File: config.mk
export PLATFORM = sky130hd
export DESIGN_NAME = btn_pulse_gen
export DESIGN_NICKNAME = d
export VERILOG_FILES = /design/src/rtl/lab5_pkg.sv /design/src/rtl/sync_2ff.sv /design/src/rtl/btn_pulse_gen.sv
export SDC_FILE = /design/constraint.sdc
export NUM_CORES = 1
export LEC_CHECK = 0
export BUFFER_PORTS_ARGS = -buffer_cell sky130_fd_sc_hd__buf_2
export CAP_MARGIN = 10
export CORE_AREA = 5 5 42 44
export DETAILED_ROUTE_END_ITERATION = 8
export DIE_AREA = 0 0 47 49
export GPL_TIMING_DRIVEN = 0
export PLACE_DENSITY = 0.4
export SLEW_MARGIN = 20
export SYNTH_ARGS = -nofsm -noshare
export SYNTH_HDL_FRONTEND = slang
export SYNTH_SLANG_ARGS = --single-unit
export TNS_END_PERCENT = 100
File: constraint.sdc
create_clock -name clk -period 3.7 [get_ports clk]
set_input_delay 0.74 -clock clk [delete_from_list [all_inputs] [get_ports clk]]
set_output_delay 0.74 -clock clk [all_outputs]
set_load 0.05 [all_outputs]
File: src/rtl/lab5_pkg.sv
// lab5_pkg: shared types for the button front end.
// Holds the press/release FSM state encoding.
package lab5_pkg;

  typedef enum logic [1:0] {
    ST_IDLE         = 2'b00,
    ST_PRESS_WAIT   = 2'b01,
    ST_PRESSED      = 2'b10,
    ST_RELEASE_WAIT = 2'b11
  } state_t;

endpackage

File: src/rtl/sync_2ff.sv
// sync_2ff: two-flop synchronizer for one async input.
// Ports: clk, rst (async active-low), d (async in), q (synced).
module sync_2ff (
  input  logic clk,
  input  logic rst,
  input  logic d,
  output logic q
);

  logic meta;

  always_ff @(posedge clk or negedge rst) begin
    if (!rst) begin
      meta <= 1'b0;
      q    <= 1'b0;
    end else begin
      meta <= d;
      q    <= meta;
    end
  end

endmodule

File: src/rtl/btn_pulse_gen.sv
// btn_pulse_gen: debounced one-shot pulse per button press.
// Ports: clk, rst (async low), btn_in, x, btn_level, fsm_state.
module btn_pulse_gen
  import lab5_pkg::*;
#(
  parameter int DEBOUNCE_CYCLES = 4,
  parameter int CNT_W = $clog2(DEBOUNCE_CYCLES + 1)
) (
  input  logic       clk,
  input  logic       rst,
  input  logic       btn_in,
  output logic       x,
  output logic       btn_level,
  output logic [1:0] fsm_state
);

  localparam logic [CNT_W-1:0] CNT_MAX =
    CNT_W'(DEBOUNCE_CYCLES - 1);

  logic             btn_s;
  state_t           st_q;
  state_t           st_d;
  logic [CNT_W-1:0] cnt_q;
  logic [CNT_W-1:0] cnt_d;
  logic             x_d;
  logic             lvl_d;

  sync_2ff u_sync (
    .clk (clk),
    .rst (rst),
    .d   (btn_in),
    .q   (btn_s)
  );

  always_ff @(posedge clk or negedge rst) begin
    if (!rst) begin
      st_q      <= ST_IDLE;
      cnt_q     <= '0;
      x         <= 1'b0;
      btn_level <= 1'b0;
    end else begin
      st_q      <= st_d;
      cnt_q     <= cnt_d;
      x         <= x_d;
      btn_level <= lvl_d;
    end
  end

  always_comb begin
    st_d  = st_q;
    cnt_d = cnt_q;
    unique case (st_q)
      ST_IDLE: begin
        if (btn_s) begin
          st_d  = ST_PRESS_WAIT;
          cnt_d = '0;
        end
      end
      ST_PRESS_WAIT: begin
        if (!btn_s) begin
          st_d  = ST_IDLE;
          cnt_d = '0;
        end else if (cnt_q == CNT_MAX) begin
          st_d  = ST_PRESSED;
          cnt_d = '0;
        end else begin
          cnt_d = cnt_q + 1'b1;
        end
      end
      ST_PRESSED: begin
        if (!btn_s) begin
          st_d  = ST_RELEASE_WAIT;
          cnt_d = '0;
        end
      end
      ST_RELEASE_WAIT: begin
        if (btn_s) begin
          st_d  = ST_PRESSED;
          cnt_d = '0;
        end else if (cnt_q == CNT_MAX) begin
          st_d  = ST_IDLE;
          cnt_d = '0;
        end else begin
          cnt_d = cnt_q + 1'b1;
        end
      end
      default: begin
        st_d  = ST_IDLE;
        cnt_d = '0;
      end
    endcase
  end

  // Outputs are decoded from the next state so that the
  // registered copies line up with the state register.
  always_comb begin
    x_d   = 1'b0;
    lvl_d = 1'b0;
    unique case (1'b1)
      (st_d == ST_PRESSED): begin
        x_d   = (st_q == ST_PRESS_WAIT);
        lvl_d = 1'b1;
      end
      (st_d == ST_RELEASE_WAIT): begin
        lvl_d = 1'b1;
      end
      default: begin
        x_d   = 1'b0;
        lvl_d = 1'b0;
      end
    endcase
  end

  assign fsm_state = st_q;

endmodule

# [Yosys cells after proc, flatten, opt, wreduce, memory -nomap -nowiden]
# Index checks and enable logic that the tools add are counted.
[totals] n_memories=0 ff_bits=9 ramBits=0 mem_bits_ro=0 in_bits=3 latch_bits=0 output_inout_bits=4 word_cells=33
[op_classes] reduce_logical=3 eq_ne=8 n_addsub=1 shift=0 div_mod_pow=0 n_mul=0 bitwise=0 magnitude_cmp=0 mux=15
[ops] cell="3-bit two-way mux" count=5
[ops] cell="2-bit two-way mux" count=6
[ops] cell="3-bit case mux with 4 select lines" count=1
[ops] cell="2-bit == test (second input constant)" count=4
[ops] cell="2-bit case mux with 4 select lines" count=1
[ops] cell="3-bit by 1-bit adder with 3-bit output (second input constant)" count=1
[ops] cell="3-bit by 2-bit == test with 1-bit output (second input constant)" count=1
[ops] cell="2-bit by 1-bit == test with 1-bit output (second input constant)" count=1
[ops] cell="2-bit logical NOT" count=1
[ops] cell="1-bit two-way mux" count=2
[ops] cell="2-bit by 1-bit inequality test with 1-bit output (second input constant)" count=1
[ops] cell="2-bit inequality test (second input constant)" count=1
[ops] cell="2-bit AND reduction" count=1
[ops] cell="2-bit OR reduction" count=1

# [Depth between registers and ports, before layout]
# Gate-level depths: netlist of run 1.
[depth] ltp_word=7 ltp_mapped=4 depth_no_buf=4

# [Cells and area by module]
# Synthesis of run 1 repeated with hierarchy kept, for this count alone.
[unflattened] cells_unflattened=24 area_unflattened_um2=340.3
[modules_own_cells] mod="btn_pulse_gen" seq_area_each_um2=150.1 cells_per_inst=22 n_inst=1 area_each_um2=290.3
[modules_own_cells] mod="sync_2ff" seq_area_each_um2=50.0 cells_per_inst=2 n_inst=1 area_each_um2=50.0

# [Worst setup path before layout of run 1]
# Ideal clock, no wire load.
[synth_timing] path_kind="flip-flop to output port" startpoint="register, netlist name btn_level" endpoint="output port fsm_state[1]" t_arrival_ps=951 stages_incl_launch_ff=2 t_required_ps=2960 n_path_buf=1 slack_ps=2009 cell_sequence="dfrtp_1 -> buf_4"
[synth_rtl] item="end, declared" line_no="btn_pulse_gen.sv:14" rtl="output logic [1:0] fsm_state"

==> metrics.md, run 1 <==
| Metric | Value |
|---|---|
| Max Cap Violations | `0` |
| Post-place setup slack | `2.19 ns` |
| Chip width | `47 microns` |
| CTS tree | `done` |
| Mapped Cells | `25` |
| Tcrit/Tclk final | `0.478` |
| DRC viols | `0` |
| Syn Nets | `29` |
| Yosys warns | `0` |
| Num CTS Buffers | `3` |
| First-pass GRT wire length | `910 microns` |
| Final nets | `40` |
| Initial Util | `0.230` |
| Max rail drop VDD | `0.214 mV` |
| CP Capture Type | `primary output` |
| Critical Path AT | `1.03 ns` |
| Die Ht | `49 microns` |
| Synth cell types | `12` |
| Mapped Area | `323 sq um` |
| Largest net degree at the start of global routing | `10` |
| Fin worst setup slack | `1.93 ns` |
| Clk slew on worst S/H paths | `0.06 ns` |
| Met3 layer usage reported by global route | `0.0369` |
| Gpl congestion | `0.721` |
| Die Area | `2300 sq um` |
| Routed wire length per instance | `10.9 microns` |
| Max-slew violations | `0` |
| Grt ovf | `0` |
| Busiest layer in global routing | `met4` |
| Post-route ant nets | `0` |
| Vias | `219` |
| Layout cell share with drive strength beyond 1 | `0.353` |
| Status | `finished clean` |
| RSZ-0062 raised after global routing | `false` |
| # diodes | `0` |
| CTS-repair resized insts | `0` |
| Port bufs | `6` |
| Setup violators final | `0` |
| Synth Register Bits | `8` |
| Cell area after layout | `395 sq um` |
| Final Skew | `0.00399 ns` |
| CP Max Fanout | `5` |
| Crit path time final | `1.77 ns` |
| Post-Route WL | `547 microns` |
| Vias in the first global route | `219` |
| Fillers | `159` |
| GR Util All Layers | `0.0624` |
| Placed Area | `373 sq um` |
| DRT Pass-1 Iters | `1` |
| Iteration-0 DRC Markers | `0` |
| Fin. Hold Viols | `0` |
| Sequential area share after synthesis | `0.620` |
| Achievable frequency | `565 MHz` |
| H-tree levels | `1` |
| Setup TNS Final | `0 ns` |
| Post-DP HPWL | `411 microns` |
| Relative slew slack | `0.668` |
| Worst hold path type | `in2async` |
| Area growth, synth to finish | `22.5%` |
| Placement Rows | `14` |
| Core ar. | `1400 sq um` |
| Hold WS | `0.311 ns` |
| Startpoint Class | `register` |
| # hold bufs at CTS | `0` |
| Critical path class | `reg2out` |
| Total power draw | `289 uW` |
| Syn_area_per_cell | `12.9 sq um` |
| Via density | `4.38` |
| Clock Latency Late Sink | `0.26 ns` |
| Initial antenna violation count | `0` |
| Clk sinks | `8` |
| Met1 Usage GRT | `0.0674` |
| IO Count | `7` |
| Pwr dens | `732 nW/um^2` |
| # Post-CTS Setup Buffers | `0` |
| Slew @ Worst Pin | `0.495 ns` |
| Pleak | `0.193 nW` |
| GR Util met2 | `0.0679` |
| Worst endpoint required time | `2.96 ns` |
| Root Driver | `clkbuf_4` |
| Clk buf depth | `2` |
==> flip-flops by register name, indices dropped and copies added (netlist names) <==
register / flops
cnt_q: 3
fsm_state: 1
btn_level: 1
x: 1
u_sync.meta: 1
u_sync.q: 1
==> report_power, final <==
group	internal (mW)	switching [mW]	total (mW)
clock	0.0372	0.0303	0.0675
sequential	0.105	0.0177	0.122
combinational	0.0330	0.0665	0.0995
==> Yosys cell counts <==
cell | n | area, sq um
dfrtp_1 | 8 | 200
nand3b_1 | 4 | 30.0
nand2_1 | 3 | 11.3
o21ai_0 | 2 | 10.0
a21oi_1 | 1 | 5.00
and2b_2 | 1 | 8.76
buf_4 | 1 | 7.51
ha_1 | 1 | 12.5
mux2_2 | 1 | 11.3
nor3b_1 | 1 | 7.51
or4b_1 | 1 | 10.0
xnor2_1 | 1 | 8.76
==> per-layer routing <==
| metal | part of all wire | up-vias |
|---|---|---|
| met5 | 0 | - |
| met4 | 0.031 | 0 |
| met3 | 0.071 | 2 |
| met2 | 0.48 | 7 |
| met1 | 0.42 | 106 |
| li1 | - | 104 |
==> cells in the final DEF, fill, tap and decap left out <==
cell / n
a21oi_1: 1
and2b_2: 1
buf_2: 6
buf_4: 1
clkbuf_4: 3
dfrtp_1: 8
ha_1: 1
mux2_2: 1
nand2_1: 3
nand3b_1: 4
nor3b_1: 1
o21ai_0: 2
or4b_1: 1
xnor2_1: 1
==> cells by family (layout without fill, tap and decap cells) <==
logic type | count (synthesis) | count (layout) | synth area share
xor gates and xnor gates | 1 | 1 | 0.0271
AOI/OAI and AO/OA | 3 | 3 | 0.0465
and+or+nand+nor | 10 | 10 | 0.209
adders and majority gates | 1 | 1 | 0.0388
muxes | 1 | 1 | 0.0349
DFF | 8 | 8 | 0.620
buffers and inverters | 1 | 10 | 0.0233
==> metrics by stage <==
stage,utilization,std cells
CTS,0.282,50
global route,0.282,50
floorplan,-,25
detailed placement,0.266,47
finish,0.282,50
global placement,0.266,47
==> final cells by class <==
class	count	area, sq um	area share
clock buffer	3	22.5	0.0570
sequential	8	200	0.506
buffer	1	7.51	0.0190
tap	16	20.0	0.0506
multi-input combinational	16	115	0.291
timing repair buffer	6	30.0	0.0759
==> worst paths after layout <==
check / start / end / slack [ns] / cells after the start
max: btn_level$_DFF_PN0_ / fsm_state[1] / 1.93 / 2
min: rst / cnt_q[1]$_DFFE_PN0P_ / 0.31 / 1
max reg2reg: cnt_q[0]$_DFFE_PN0P_ / cnt_q[0]$_DFFE_PN0P_ / 2.26 / 4
min reg2reg: u_sync.meta$_DFF_PN0_ / u_sync.q$_DFF_PN0_ / 0.36 / 0
max in group asynchronous: rst / x$_DFF_PN0_ / 3.22 / 1
min in group clk: u_sync.meta$_DFF_PN0_ / u_sync.q$_DFF_PN0_ / 0.36 / 0
==> critical path, stage by stage (launching register included) <==
cell	delay (ns)
dfrtp_1	0.41
buf_4	0.13
buf_2	0.24
(Power assumes the default switching activity.)
==> run 2: changes to the inputs <==
--- a/config.mk
+++ b/config.mk
@@ -11,7 +11,7 @@
 export DETAILED_ROUTE_END_ITERATION = 8
 export DIE_AREA = 0 0 47 49
 export GPL_TIMING_DRIVEN = 0
-export PLACE_DENSITY = 0.4
+export PLACE_DENSITY = 0.41
 export SLEW_MARGIN = 20
 export SYNTH_ARGS = -nofsm -noshare
 export SYNTH_HDL_FRONTEND = slang
==> constraint.sdc (replaced) <==
create_clock -name clk -period 1.4 [get_ports clk]
set_input_delay 0.28 -clock clk [delete_from_list [all_inputs] [get_ports clk]]
set_output_delay 0.28 -clock clk [all_outputs]
set_load 0.05 [all_outputs]
==> metrics.md, run 2 (synthesized netlist as in run 1, its figures left out) <==
| Metric | Value |
|---|---|
| Busiest layer in global routing | `met4` |
| Core ar. | `1400 sq um (unchanged)` |
| Via density | `4.48 (+2.3%)` |
| Clk buf depth | `2 (unchanged)` |
| Violated checks | `setup timing` |
| Max Cap Violations | `0 (unchanged)` |
| CTS tree | `done` |
| Final Skew | `0.00417 ns (+0.000185 ns)` |
| Area growth, synth to finish | `32.6%` |
| GR Util All Layers | `0.0768 (+0.0143)` |
| Post-DP HPWL | `465 microns (+13%)` |
| Crit path time final | `1.41 ns` |
| Die Area | `2300 sq um (unchanged)` |
| Sequential share of power | `0.400 (-0.023)` |
| DRC viols | `0 (unchanged)` |
| Fin. Hold Viols | `0 (unchanged)` |
| Inst Count DP | `47 (unchanged)` |
| Gpl congestion | `0.756 (+4.8%)` |
| First-pass GRT wire length | `1.14 mm (+25%)` |
| CP Capture Type | `register` |
| Post-place setup slack | `-0.0425 ns (-2.23 ns)` |
| RSZ-0062 raised after global routing | `true` |
| Met1 Usage GRT | `0.0905 (+0.0231)` |
| Num CTS Buffers | `3 (unchanged)` |
| Initial Util | `0.230 (unchanged)` |
| Commonest non-fill, non-tap cells in the layout | `dfrtp_1 (7), buf_2 (6), nand3b_1 (4)` |
| CP Max Fanout | `3 (-2)` |
| Fin worst setup slack | `-0.0137 ns (-1.95 ns)` |
| Worst endpoint required time | `1.60 ns (-1.36 ns)` |
| Post-route ant nets | `0 (unchanged)` |
| Internal power | `494 uW (+180%)` |
| Largest Register | `cnt_q` |
| Final nets | `43 (+7.5%)` |
| # diodes | `0 (unchanged)` |
| Iteration-0 DRC Markers | `0 (unchanged)` |
| Tcrit/Tclk final | `1.01` |
| Largest net degree at the start of global routing | `10 (unchanged)` |
| Clk slew on worst S/H paths | `0.06 ns (about the same)` |
| Clk sinks | `8 (unchanged)` |
| Pleak | `0.205 nW (+6.2%)` |
| Pwr dens | `1900 nW/um^2 (+160%)` |
| Net Switching | `320 uW (+180%)` |
| Root Driver | `clkbuf_4` |
| Post-Route WL | `607 microns (+11%)` |
| Worst hold path type | `in2reg` |
| Relative slew slack | `0.644 (-0.0240)` |
| Clock Latency Late Sink | `0.26 ns (about the same)` |
| Non-filler cells, final | `54 (+8.0%)` |
| Cell area after layout | `428 sq um (+8.2%)` |
| Max reg flops | `3 (unchanged)` |
| Commonest non-fill, non-tap cell in the layout | `dfrtp_1` |
| Status | `complete, but fails checks` |
| Hold WS | `0.128 ns (-0.184 ns)` |
| Share of total power in the clock network | `0.241 (+0.008)` |
| GR Util met2 | `0.0837 (+0.0158)` |
| Port bufs | `6 (unchanged)` |
| Met3 layer usage reported by global route | `0.0369 (unchanged)` |
| Initial antenna violation count | `0 (unchanged)` |
| Logic pwr share | `0.359 (+0.015)` |
| Die Ht | `49 microns (unchanged)` |
| Max rail drop VDD | `0.586 mV (+170%)` |
| Setup violators final | `1 (+1)` |
| H-tree levels | `1 (unchanged)` |
| Chip width | `47 microns (unchanged)` |
| Achievable frequency | `707 MHz` |
| Vias in the first global route | `259 (+18%)` |
| Sw frac | `0.393 (-0.00238)` |
| Placed Area | `374 sq um (+0.34%)` |
| IO Count | `7 (unchanged)` |
| Critical path class | `reg2reg` |
| Vias | `242 (+11%)` |
| Placement Rows | `14 (unchanged)` |
| Layout cell share with drive strength beyond 1 | `0.421 (+0.0681)` |
| Routed wire length per instance | `11.2 microns (+2.7%)` |
| Max-slew violations | `0 (unchanged)` |
| Slew @ Worst Pin | `0.531 ns (+0.0357 ns)` |
| Critical Path AT | `1.61 ns (+0.58 ns)` |
| Grt ovf | `0 (unchanged)` |
| DRT Pass-1 Iters | `1 (unchanged)` |
| Startpoint Class | `register` |
[run 2: changes by cell type in the layout (fill, tap and decap cells not counted)]
| cell | delta |
|---|---|
| dfrtp_1 | -1 |
| clkbuf_1 | +1 |
| dfrtp_2 | +1 |
| buf_4 | +2 |
| dlygate4sd3_1 | +1 |
| ha_1 | -1 |
| ha_2 | +1 |
[run 2: repair_timing]
| action | in CTS | in global routing |
|---|---|---|
| setup endpoints to repair | 1 | 1 |
| setup buffers | 2 | 0 |
| resized for setup | 1 | 0 |
| pin swaps | 1 | 1 |
| hold endpoints to repair | 8 | 0 |
| hold buffers | 1 | 0 |
[run 2: per-stage QoR]
step / util / power, mW / setup TNS (ns)
final: 0.305 / 0.814 / -0.0137
after global routing: 0.305 / 0.872 / -0.0483
after CTS: 0.305 / 0.828 / -0.0191
after detailed placement: 0.267 / 0.602 / -0.0425
after global placement: 0.267 / 0.588 / -0.00782
after floorplan: - / 0.532 / 0
[run 2: worst paths after layout]
check,startpoint,endpoint,slack [ns],cells after the start
worst min register to register,u_sync.meta$_DFF_PN0_,u_sync.q$_DFF_PN0_,0.35,0
min in group asynchronous,rst,cnt_q[1]$_DFFE_PN0P_,0.38,2
worst max-delay path,cnt_q[0]$_DFFE_PN0P_,cnt_q[0]$_DFFE_PN0P_,-0.01,4
worst max register to register,cnt_q[0]$_DFFE_PN0P_,cnt_q[0]$_DFFE_PN0P_,-0.01,4
max in group asynchronous,rst,btn_level$_DFF_PN0_,0.83,2
worst min-delay path,btn_in,u_sync.meta$_DFF_PN0_,0.13,1
[run 2: per-layer routing]
| metal | vias up | share of wire |
|---|---|---|
| met1 | 120 | 0.41 |
| met2 | 8 | 0.46 |
| met5 | - | 0 |
| met4 | 0 | 0.059 |
| li1 | 111 | - |
| met3 | 3 | 0.071 |
[run 2: critical path: stages, from the launching register on]
cell and delay (ns):
dfrtp_1 0.38, ha_2 0.18, and2b_2 0.21, or4b_1 0.50, nand2_1 0.08
[run 2: power groups by stage]
| stage | clock network (mW) | logic (mW) | registers [mW] |
|---|---|---|---|
| finish | 0.196 | 0.292 | 0.326 |
| global placement | 0 | 0.263 | 0.325 |
| detailed placement | 0 | 0.267 | 0.334 |
| floorplan | 0 | 0.135 | 0.397 |
| CTS | 0.206 | 0.295 | 0.327 |
| global route | 0.217 | 0.320 | 0.336 |
[run 2: final cells by class]
cell class              instances  area [sq um]
well taps                      16          20.0
clock buffers                   4          26.3
plain buffers                   1          7.51
repair buffers                  9          55.1
fillers                       156           973
flip-flops and latches          8           201
multi-input cells              16           118
==> run 3: changes to the inputs <==
--- a/config.mk
+++ b/config.mk
@@ -11,9 +11,10 @@
 export DETAILED_ROUTE_END_ITERATION = 8
 export DIE_AREA = 0 0 47 49
 export GPL_TIMING_DRIVEN = 0
-export PLACE_DENSITY = 0.41
+export PLACE_DENSITY = 0.43
 export SLEW_MARGIN = 20
 export SYNTH_ARGS = -nofsm -noshare
 export SYNTH_HDL_FRONTEND = slang
+export SYNTH_HIERARCHICAL = 1
 export SYNTH_SLANG_ARGS = --single-unit
 export TNS_END_PERCENT = 100
==> metrics.md, run 3 <==
| Metric | Value |
|---|---|
| Status | `finished clean` |
| Die Area | `2300 sq um (unchanged)` |
| Largest net degree at the start of global routing | `9 (-1)` |
| First-pass GRT wire length | `1.08 mm (-5.4%)` |
| R2R depth | `4 (unchanged)` |
| R2R Setup Slk | `0.03 ns (+0.05 ns)` |
| Tcrit/Tclk final | `0.975 (-0.0348)` |
| Via density | `4.47 (-0.24%)` |
| GR Util met2 | `0.0973 (+0.0136)` |
| CP Capture Type | `register` |
| Routed wire length per instance | `13.3 microns (+18%)` |
| Placed Area | `390 sq um (+4.3%)` |
| Grt ovf | `0 (unchanged)` |
| IO Count | `7 (unchanged)` |
| Top post-synthesis cells by area | `dfrtp_1 (59%), xnor2_2 (4.8%), nor3b_1 (4.4%)` |
| Setup TNS Final | `0 ns (+0.0137 ns)` |
| Sequential share of power | `0.398 (-0.002)` |
| Internal power | `516 uW (+4.4%)` |
| Met3 layer usage reported by global route | `0.0332 (-0.00369)` |
| Worst hold stages | `1 (unchanged)` |
| Sequential area share after synthesis | `0.588 (-0.0319)` |
| Mapped Cells | `24 (-4.0%)` |
| Relative slew slack | `0.785 (+0.141)` |
| Syn_area_per_cell | `14.2 sq um (+9.8%)` |
| RSZ-0062 raised after global routing | `false` |
| Synth Register Bits | `8 (unchanged)` |
| Most frequent cells after synthesis | `dfrtp_1 (8), nand2_1 (2), nor3b_1 (2)` |
| Setup violators final | `0 (-1)` |
| Clock Latency Late Sink | `0.26 ns (about the same)` |
| Post-synth top area share | `0.588 (-0.0319)` |
| Num CTS Buffers | `3 (unchanged)` |
| Cell with the most instances after synthesis | `dfrtp_1` |
| Hold Crit Start | `btn_in` |
| Max reg flops | `3 (unchanged)` |
| Clk sinks | `8 (unchanged)` |
| Max rail drop VDD | `0.628 mV (+7.3%)` |
| Synth cell types | `15 (+3)` |
| Mapped Area | `340 sq um (+5.4%)` |
| Area growth, synth to finish | `27.6%` |
| Fin. Hold Viols | `0 (unchanged)` |
| Slew @ Worst Pin | `0.322 ns (-0.209 ns)` |
| Clk buf depth | `2 (unchanged)` |
| WHS Endpoint | `u_sync/meta$_DFF_PN0_` |
| DRC viols | `0 (unchanged)` |
| Hold WS | `0.127 ns (-0.00110 ns)` |
| Achievable frequency | `733 MHz (+3.6%)` |
| Most used DFF post-synth | `dfrtp_1` |
| Gpl congestion | `0.755 (-0.11%)` |
| Sw frac | `0.398 (+0.00442)` |
| CP Max Fanout | `3 (unchanged)` |
| Layout cell share with drive strength beyond 1 | `0.486 (+0.0647)` |
| Initial Util | `0.243 (+0.0125)` |
| Post-Route WL | `678 microns (+12%)` |
| Die Ht | `49 microns (unchanged)` |
| Core ar. | `1400 sq um (unchanged)` |
| Clk slew on worst S/H paths | `0.05 ns (about the same)` |
| Largest Register | `cnt_q` |
| Iteration-0 DRC Markers | `3 (+3)` |
| Share of total power in the clock network | `0.211 (-0.030)` |
| Pleak | `0.215 nW (+4.9%)` |
| Initial antenna violation count | `0 (unchanged)` |
| Chip width | `47 microns (unchanged)` |
| Max-slew violations | `0 (unchanged)` |
| Commonest non-fill, non-tap cells in the layout | `dfrtp_1 (7), buf_2 (5), clkbuf_4 (4)` |
| Met1 Usage GRT | `0.0740 (-0.0165)` |
| Startpoint Class | `register` |
| R2R Path Start | `cnt_q[0]$_DFFE_PN0P_` |
| Worst endpoint required time | `1.54 ns (-0.06 ns)` |
| Root Driver | `clkbuf_4` |
| # diodes | `0 (unchanged)` |
| Critical path class | `reg2reg` |
| Cell taking the most area after synthesis | `dfrtp_1` |
| Cell area after layout | `434 sq um (+1.5%)` |
| Vias in the first global route | `259 (unchanged)` |
| Max Cap Violations | `0 (unchanged)` |
| H-tree levels | `1 (unchanged)` |
| Final nets | `41 (-4.7%)` |
| Placement Rows | `14 (unchanged)` |
| Post-synth ARST share | `1.00 (unchanged)` |
| DRT Pass-1 Iters | `2 (+1)` |
| Net Switching | `341 uW (+6.4%)` |
| Logic pwr share | `0.391 (+0.032)` |
| GR Util All Layers | `0.0709 (-0.00589)` |
| Crit path time final | `1.37 ns (-0.0487 ns)` |
| Vias | `228 (-5.8%)` |
| Commonest non-fill, non-tap cell in the layout | `dfrtp_1` |
| Number of synthesized flops with an enable pin | `0 (unchanged)` |
| Critical Path AT | `1.51 ns (-0.10 ns)` |
| Port bufs | `6 (unchanged)` |
| Crit Reg-Reg Endpoint | `fsm_state[1]$_DFF_PN0_` |
| Crit path launch | `cnt_q[0]$_DFFE_PN0P_` |
| CTS tree | `done` |
| Yosys warns | `6 (+6)` |
| Syn Nets | `28 (-3.4%)` |
| Pwr dens | `1970 nW/um^2 (+3.7%)` |
| Busiest layer in global routing | `met2` |
| Worst hold path type | `in2reg` |
| Final Skew | `0.000974 ns (-0.00320 ns)` |
| Post-route ant nets | `0 (unchanged)` |
==> run 3: changes by cell type after synthesis, sizes merged <==
cell,before,now
o21ai,2,1
nand2,3,2
o21a,0,1
nor2b,0,2
nor4b,0,1
nor3b,1,2
or4b,1,0
a21o,0,1
nand3b,4,1
and2b,1,0
==> run 3: worst max-delay path, stage by stage, from the launching register on <==
cell	delay, ns
dfrtp_1	0.39
ha_1	0.23
nor2b_2	0.18
nand2_1	0.10
mux2_2	0.34
==> run 3: worst max-delay path by stage <==
| stage | depth (start not counted) | to | slack, ns |
|---|---|---|---|
| finish | 4 | fsm_state[1]$_DFF_PN0_ | 0.03 |
| CTS | 4 | fsm_state[1]$_DFF_PN0_ | 0.02 |
| global placement | 4 | fsm_state[1]$_DFF_PN0_ | 0.08 |
| floorplan | 3 | cnt_q[2]$_DFFE_PN0P_ | 0.06 |
| global route | 1 | fsm_state[0] | 0.0007 |
| detailed placement | 4 | fsm_state[1]$_DFF_PN0_ | 0.07 |
==> run 3: cell families (layout without fill, tap and decap cells) <==
group | after synthesis | after routing | share of synthesized area
fa+ha+maj | 1 | 1 | 0.0368
xor+xnor | 1 | 1 | 0.0478
simple gates | 8 | 8 | 0.199
flops | 8 | 8 | 0.588
compound gates | 4 | 4 | 0.0735
mux | 1 | 1 | 0.0331
buf+inv | 1 | 12 | 0.0221
==> run 3: what timing repair did <==
action | in CTS | in global routing
resized for setup | 0 | 2
setup endpoints to repair | 0 | 3
setup buffers | 0 | 1
hold buffers | 1 | 0
endpoints found under the hold margin | 8 | 0
==> run 3: power by group through the flow <==
stage | logic (mW) | registers [mW] | clock network [mW]
finish | 0.335 | 0.341 | 0.180
global route | 0.356 | 0.350 | 0.201
CTS | 0.313 | 0.340 | 0.182
detailed placement | 0.306 | 0.341 | 0
global placement | 0.301 | 0.336 | 0
floorplan | 0.175 | 0.405 | 0
==> run 3: layout make-up <==
type	count	area [sq um]
repair buffers	8	50.0
flip-flops and latches	8	201
multi-input cells	15	133
fillers	146	967
clock buffers	3	22.5
well taps	16	20.0
plain buffers	1	7.51
==> run 3: metrics by stage <==
step	std cells	setup WS, ns	util	power [mW]
CTS	50	0.0177	0.302	0.835
global route	51	0.000653	0.310	0.907
detailed placement	46	0.0721	0.279	0.647
global placement	46	0.0817	0.279	0.638
floorplan	24	0.0589	-	0.580
finish	51	0.0350	0.310	0.857
==> run 3: per-layer routing <==
| layer | share of wire | up-vias | routed length [microns] |
|---|---|---|---|
| li1 | - | 107 | - |
| met1 | 0.38 | 107 | 257 |
| met2 | 0.51 | 9 | 344 |
| met3 | 0.071 | 5 | 48 |
| met4 | 0.040 | 0 | 27 |
| met5 | 0 | - | 0 |
